### src/rtl/uart_pkg.sv
// Shared types and constants for the UART receive path.
// rx_state_t is also the type of the receiver's state debug port.
package uart_pkg;

  typedef enum logic [1:0] {
    IDLE  = 2'd0,
    START = 2'd1,
    DATA  = 2'd2,
    STOP  = 2'd3
  } rx_state_t;

  localparam int OVERSAMPLE  = 16;
  localparam int MID_TICK    = 7;
  localparam int DEF_DBIT    = 8;
  localparam int DEF_SB_TICK = 16;

endpackage

### src/rtl/sync_2ff.sv
// One-bit two-flop synchronizer for an asynchronous input.
// Both flops reset to RST_VAL so the output matches the line's idle level.
module sync_2ff #(
  parameter logic RST_VAL = 1'b1
) (
  input  logic clk,
  input  logic reset_n,
  input  logic d_i,
  output logic q_o
);

  logic meta_q;
  logic sync_q;

  always_ff @(posedge clk or negedge reset_n) begin
    if (!reset_n) begin
      meta_q <= RST_VAL;
      sync_q <= RST_VAL;
    end else begin
      meta_q <= d_i;
      sync_q <= meta_q;
    end
  end

  assign q_o = sync_q;

endmodule

### src/rtl/uart_rx.sv
// UART receiver, 16x oversampled: finds the start bit, samples each bit at
// mid-period and reports every word with a one-clk rx_done pulse.
//
// Handshake: rx_done is a one-clk valid pulse with no ready; rx_dout and
// frame_err update on the same edge and hold until the next pulse.
module uart_rx
  import uart_pkg::*;
#(
  parameter int DBIT    = DEF_DBIT,
  parameter int SB_TICK = DEF_SB_TICK
) (
  input  logic            clk,
  input  logic            reset_n,
  input  logic            s_tick,
  input  logic            rx,
  output logic [DBIT-1:0] rx_dout,
  output logic            rx_done,
  output logic            frame_err,
  output logic            busy,
  output rx_state_t       state_dbg
);

  localparam int NW = (DBIT > 1) ? $clog2(DBIT) : 1;

  logic            rx_s;
  rx_state_t       state_q;
  logic [4:0]      s_q;
  logic [NW-1:0]   n_q;
  logic [DBIT-1:0] b_q;
  logic [DBIT-1:0] dout_q;
  logic            done_q;
  logic            ferr_q;
  logic            armed_q;

  sync_2ff #(.RST_VAL(1'b1)) u_sync (
    .clk     (clk),
    .reset_n (reset_n),
    .d_i     (rx),
    .q_o     (rx_s)
  );

  always_ff @(posedge clk or negedge reset_n) begin
    if (!reset_n) begin
      state_q <= IDLE;
      s_q     <= '0;
      n_q     <= '0;
      b_q     <= '0;
      dout_q  <= '0;
      done_q  <= 1'b0;
      ferr_q  <= 1'b0;
      armed_q <= 1'b1;
    end else begin
      done_q <= 1'b0;
      case (state_q)
        IDLE: begin
          // A line held low after a bad stop bit must return high before
          // another start is accepted; otherwise a break repeats as frames.
          if (rx_s) begin
            armed_q <= 1'b1;
          end else if (armed_q) begin
            state_q <= START;
            s_q     <= '0;
          end
        end
        START: begin
          if (s_tick) begin
            if (s_q == 5'(MID_TICK)) begin
              s_q <= '0;
              if (!rx_s) begin
                state_q <= DATA;
                n_q     <= '0;
              end else begin
                state_q <= IDLE;
              end
            end else begin
              s_q <= s_q + 5'd1;
            end
          end
        end
        DATA: begin
          if (s_tick) begin
            if (s_q == 5'(OVERSAMPLE - 1)) begin
              s_q <= '0;
              b_q <= {rx_s, b_q[DBIT-1:1]};
              if (n_q == NW'(DBIT - 1)) begin
                state_q <= STOP;
              end else begin
                n_q <= n_q + NW'(1);
              end
            end else begin
              s_q <= s_q + 5'd1;
            end
          end
        end
        STOP: begin
          if (s_tick) begin
            if (s_q == 5'(SB_TICK - 1)) begin
              state_q <= IDLE;
              s_q     <= '0;
              dout_q  <= b_q;
              ferr_q  <= ~rx_s;
              done_q  <= 1'b1;
              if (!rx_s) armed_q <= 1'b0;
            end else begin
              s_q <= s_q + 5'd1;
            end
          end
        end
        default: state_q <= IDLE;
      endcase
    end
  end

  assign rx_dout   = dout_q;
  assign rx_done   = done_q;
  assign frame_err = ferr_q;
  assign busy      = (state_q != IDLE);
  assign state_dbg = state_q;

endmodule

### config.mk
export PLATFORM = sky130hd
export DESIGN_NAME = uart_rx
export DESIGN_NICKNAME = d
export VERILOG_FILES = /design/src/rtl/uart_pkg.sv /design/src/rtl/sync_2ff.sv /design/src/rtl/uart_rx.sv
export SDC_FILE = /design/constraint.sdc
export NUM_CORES = 1
export LEC_CHECK = 0
export ABC_AREA = 1
export ABC_CLOCK_PERIOD_IN_PS = 1900
export CORE_UTILIZATION = 55
export CTS_CLUSTER_DIAMETER = 200
export DETAILED_ROUTE_END_ITERATION = 7
export PLACE_DENSITY_LB_ADDON = 0.05
export SLEW_MARGIN = 15
export SYNTH_ARGS = -nofsm -noshare
export SYNTH_HDL_FRONTEND = slang
export SYNTH_SLANG_ARGS = --single-unit
export TNS_END_PERCENT = 30
### constraint.sdc
create_clock -name clk -period 1.9 [get_ports clk]
set_input_delay 0.38 -clock clk [delete_from_list [all_inputs] [get_ports clk]]
set_output_delay 0.38 -clock clk [all_outputs]
set_load 0.01 [all_outputs]
==> results of run 1 <==
registers in the layout, indices dropped and copies added (netlist names), named ones only:
| name | count |
|---|---|
| n_q | 3 |
| rx_dout | 8 |
| s_q | 5 |
| armed_q | 1 |
| frame_err | 1 |
| u_sync.q_o | 1 |
| rx_done | 1 |
| u_sync.meta_q | 1 |
| state_dbg | 1 |
| b_q | 8 |
layout make-up:
cell class | count | area, sq um | area share, %
clock buffers | 6 | 51.3 | 2.87
inverters | 21 | 78.8 | 4.41
multi-input cells | 106 | 621 | 34.8
repair buffers | 19 | 183 | 10.2
clock inverters | 2 | 35.0 | 1.96
well taps | 30 | 37.5 | 2.10
flip-flops and latches | 31 | 779 | 43.7
logic make-up after synthesis:
| group | count (synthesis) | share of synthesized area [%] |
|---|---|---|
| AND/OR/NAND/NOR | 76 | 26.0 |
| flip-flops | 31 | 51.7 |
| AO/OA/AOI/OAI | 25 | 11.0 |
| buffers and inverters | 24 | 7.21 |
| adder cells (fa/ha/maj) | 5 | 4.15 |
stage by stage:
step,instance area [sq um],util [%],total power [W],cells,setup slack (ps)
after floorplan,1510,-,0.00117,161,568
after global placement,1700,66.8,0.00135,207,199
after detailed placement,1700,66.8,0.00136,207,148
after CTS,1790,70.2,0.00190,215,78.2
after global routing,1790,70.2,0.00200,215,33.6
final,1790,70.2,0.00189,215,93.7
power groups by stage:
stage          clock [W]  combinational, W  sequential, W
2_1_floorplan          0          0.000392       0.000780
3_3_place_gp           0          0.000589       0.000763
3_5_place_dp           0          0.000595       0.000766
4_1_cts         0.000550          0.000599       0.000753
5_1_grt         0.000579          0.000663       0.000758
6_report        0.000534          0.000600       0.000752
worst min-delay path by stage:
stage | startpoint | to | slack, ps | depth (start not counted)
2_1_floorplan | reset_n | asynchronous set/reset pin | 80 | 0
3_3_place_gp | u_sync.meta_q | u_sync.q_o | 350 | 0
3_5_place_dp | u_sync.meta_q | u_sync.q_o | 350 | 0
4_1_cts | u_sync.meta_q | u_sync.q_o | 360 | 0
5_1_grt | u_sync.meta_q | u_sync.q_o | 360 | 0
6_report | u_sync.meta_q | u_sync.q_o | 350 | 0
critical path: stages, from the launching register on:
cell	delay, ps
dfrtp_1	400
inv_2	130
nand2_4	90
clkdlybuf4s50_1	480
synth_stat cells (all sizes together):
library cell and instances:
nand2 53, dfrtp 28, inv 21, o21ai 21
nor2 12, nand3 6, ha 5, a21oi 3
buf 3, dfstp 3, nand4 2, nor3 2
and3 1, o22ai 1
metal layers:
layer  routed length [microns]  track usage (%)
met5                         0                0
met4                        43             12.8
met3                        83             5.83
met2                      1170             32.7
met1                      1190             26.0
==> run metrics, run 1 <==
status completed; aggregate negative setup slack 0 ps; initial antenna violation count 0; unrepaired setup endpoints after global routing no; Total GRT Usage 21.1%; die footprint 0.00296 sq mm; Req. time, crit path 1520 ps; CP startpoint state_dbg[0]; Max Fclk 554 MHz; Syn Area/Cell 9.37 sq um; layout cell share with drive strength beyond 1 22.2%; commonest cells after routing, fill and taps aside nand2_1, dfrtp_1, inv_1, clkdlybuf4s50_1, o21ai_2; crit start category flip-flop; Fillers 203; share of the synthesized area in the top cell type 46.4%; # hold bufs at CTS 0; Net Count, Synth 170; total CTS buffers 5; Arrival @ worst endpoint 1430 ps; shortest period the worst path allows 1810 ps; clk_skew 9.36 ps; Clock Tree Buf Depth 2; final setup fails 0; number of I/O pins 17; leakage power 0.882 nW; Slew Limit Headroom 75.1%; Yosys warning count 0; starting density of the core 59.3%; clk slew on worst S/H paths 100 ps; Worst Hold Class reg -> reg; crit path capture busy; Power Internal 0.00124 W; routability cong. 0.821; via count 1,065; final slew viol count 0; final hold viol count 0; total gr overflow 0; DRT Wirelength 2490 microns; H-tree depth 2; flops & latches, synth 31; final period utilization 95.1%; first-pass GRT wire length 4220 microns; Clock Latency Late Sink 330 ps; post-CTS setup buffers 0; Seq pwr share 39.9%; largest cells by area after synthesis dfrtp_1, nand2_1, dfstp_2; Final ANT Viol Nets 0; largest net degree at the start of global routing 32; CTS resizes 0; Initial DRT Pass Iterations 4; Unique masters post-synth 25; # port buffers 16; Post-route DRC 0; Rows 18; most common cell after layout, fill and taps aside nand2_1; Crit. End Element primary output; Switching Share 34.3%; CP max FO 5; Post-Syn Area 0.00151 sq mm; CTS Sinks 31; ant diodes 0; FF-to-FF setup slack 400 ps; Max Cap Viol 0; RR Startpoint s_q[0]; Worst VDD drop 0.801 mV; r2r endpoint rx_dout[0]; initial DRC count 34; hold_ws 350 ps; clock share of power 28.3%; largest area contributor in the netlist dfrtp_1; crit path kind reg -> out; register area share after synthesis 51.7%; HPWL after detailed placement 1800 microns; PwrDens 1060 mW/mm^2; cells after synthesis 161; drt wl/cell 11.6 microns; Layout area overhead 18.3%; worst reg2reg path depth 9; fin nets 193; Psw 0.000647 W; Die H 54.4 microns; die extent in x 54.4 microns; Gate power share 31.8%; Clock Tree Root clkbuf_4; Slew @ Worst Pin 374 ps; vias in the first global route 961; core footprint 0.00254 sq mm; vias per cell 4.95; CTS tree done
Power figures use the tool's default switching activity.
==> inputs of run 2 (changes only) <==
--- a/config.mk
+++ b/config.mk
@@ -8,6 +8,7 @@
 export ABC_AREA = 1
 export ABC_CLOCK_PERIOD_IN_PS = 1900
 export CORE_UTILIZATION = 55
+export CTS_BUF_LIST = sky130_fd_sc_hd__clkbuf_8
 export CTS_CLUSTER_DIAMETER = 200
 export DETAILED_ROUTE_END_ITERATION = 7
 export PLACE_DENSITY_LB_ADDON = 0.05
==> run 2 against run 1 <==
Compared with the run above:
- first-iteration DRC count down 50%
- critical endpoint unchanged
- die area unchanged
- largest cell class unchanged
- flip-flop and latch count unchanged
==> run metrics, run 2 (synthesis results as in run 1) <==
Seq pwr share 37.6% (was 39.9%); ant diodes 0 (unchanged); commonest cells after routing, fill and taps aside nand2_1, dfrtp_1, inv_1, clkdlybuf4s50_1, o21ai_2 (unchanged); Rows 18 (unchanged); total CTS buffers 5 (unchanged); # port buffers 16 (unchanged); post-route cell area 0.00182 sq mm (was 0.00179 sq mm); final setup fails 0 (unchanged); Gate power share 29.8% (was 31.8%); Max Fclk 574 MHz (was 554 MHz); final hold viol count 0 (unchanged); starting density of the core 59.3% (unchanged); core footprint 0.00254 sq mm (unchanged); PwrDens 1100 mW/mm^2 (was 1060 mW/mm^2); vias in the first global route 968 (was 961); unrepaired setup endpoints after global routing no (unchanged); Clock Latency Late Sink 280 ps (was 330 ps); global-route track usage on met1 26.0% (unchanged); hold_ws 353 ps (was 350 ps); Slew Limit Headroom 75.2% (was 75.1%); slowest cell on the critical path clkdlybuf4s50_1 (unchanged); Power Internal 0.00135 W (was 0.00124 W); Final ANT Viol Nets 0 (unchanged); Initial DRT Pass Iterations 4 (unchanged); Clock Tree Root clkbuf_8 (was clkbuf_4); crit path kind reg -> out (unchanged); clock share of power 32.6% (was 28.3%); Die H 54.4 microns (unchanged); gr busiest metal met2 (unchanged); Clock Tree Buf Depth 2 (unchanged); met2 Usage GRT 33.1% (was 32.7%); Req. time, crit path 1520 ps (about the same); layout cell share with drive strength beyond 1 22.2% (unchanged); crit start category flip-flop (unchanged); fin nets 193 (unchanged); initial antenna violation count 0 (unchanged); final slew viol count 0 (unchanged); Max Cap Viol 0 (unchanged); Layout area overhead 20.4% (was 18.3%); initial DRC count 17 (was 34); fin util 71.4% (was 70.2%); DRT Wirelength 2450 microns (was 2490 microns); vias per cell 5.01 (was 4.95); CTS Sinks 31 (unchanged); Slew @ Worst Pin 372 ps (was 374 ps); clk slew on worst S/H paths 60 ps (was 100 ps); Crit. End Element primary output (unchanged); die footprint 0.00296 sq mm (unchanged); Placement Cell Area 0.00170 sq mm (unchanged); clk_skew 2.36 ps (was 9.36 ps); first-pass GRT wire length 4210 microns (was 4220 microns); routability cong. 0.821 (unchanged); CP cell instances inv_2, nand2_4, clkdlybuf4s50_1 (unchanged); final period utilization 91.8% (was 95.1%); post-route setup slack 157 ps (was 93.7 ps); Psw 0.000653 W (was 0.000647 W); CP max FO 5 (unchanged); H-tree depth 2 (unchanged); Worst VDD drop 1.01 mV (was 0.801 mV); aggregate negative setup slack 0 ps (unchanged); most common cell after layout, fill and taps aside nand2_1 (unchanged); HPWL after detailed placement 1800 microns (unchanged); CTS tree done (unchanged); status completed (unchanged); max incr delay on CP 480 ps (about the same); Worst Hold Class reg -> reg (unchanged); Total GRT Usage 20.9% (was 21.1%); shortest period the worst path allows 1740 ps (was 1810 ps); via count 1,078 (was 1,065); CTS resizes 0 (unchanged); largest net degree at the start of global routing 32 (unchanged); die extent in x 54.4 microns (unchanged); Switching Share 32.6% (was 34.3%); Post-route DRC 0 (unchanged); drt wl/cell 11.4 microns (was 11.6 microns); leakage power 0.895 nW (was 0.882 nW); # hold bufs at CTS 0 (unchanged); Arrival @ worst endpoint 1360 ps (was 1430 ps); GR Layer Usage met3 8.33% (was 5.83%); pre-CTS setup slack 148 ps (unchanged); number of I/O pins 17 (unchanged); total gr overflow 0 (unchanged); post-CTS setup buffers 0 (unchanged)
run 2: cell types whose count changed in the layout (fill, tap and decap cells not counted):
cell / before / now
clkbuf_8: 1 / 6
clkbuf_4: 5 / 0
run 2: worst max-delay path, delay by kind of cell (launching register included):
family        cells  cell delay [ps]
flops             1              380
buf+inv           2              610
simple gates      1               90
run 2: through the flow:
step                      std cells  total power [W]
after CTS                       215          0.00203
after detailed placement        207          0.00136
final                           215          0.00201
after global routing            215          0.00213
after global placement          207          0.00135
after floorplan                 161          0.00117
run 2: power groups by stage:
stage	combinational (W)	clock, W	sequential (W)
after detailed placement	0.000595	0	0.000766
after floorplan	0.000392	0	0.000780
after global placement	0.000589	0	0.000763
final	0.000599	0.000654	0.000753
after global routing	0.000663	0.000707	0.000758
after CTS	0.000599	0.000676	0.000754
run 2: routing by layer:
layer | vias up | wire length, microns
met1 | 503 | 1130
met3 | 0 | 110
li1 | 557 | -
met2 | 18 | 1210
met5 | - | 0
met4 | 0 | 0
run 2: final timing paths:
path / startpoint / endpoint / depth (start not counted) / slack [ps]
worst max-delay path: state_dbg[0] / busy / 3 / 160
worst min register to register: u_sync.meta_q / u_sync.q_o / 0 / 350
max in group asynchronous: reset_n / u_sync.meta_q / 2 / 1100
min in group asynchronous: reset_n / n_q[2] / 2 / 490
worst min-delay path: u_sync.meta_q / u_sync.q_o / 0 / 350
worst max register to register: s_q[0] / rx_dout[5] / 8 / 410
run 2: area by class of cell:
type / count / area (sq um)
fillers: 199 / 728
flip-flops and latches: 31 / 779
repair buffers: 19 / 183
clock buffers: 6 / 82.6
clock inverters: 2 / 35.0
multi-input cells: 106 / 621
well taps: 30 / 37.5
inverters: 21 / 78.8
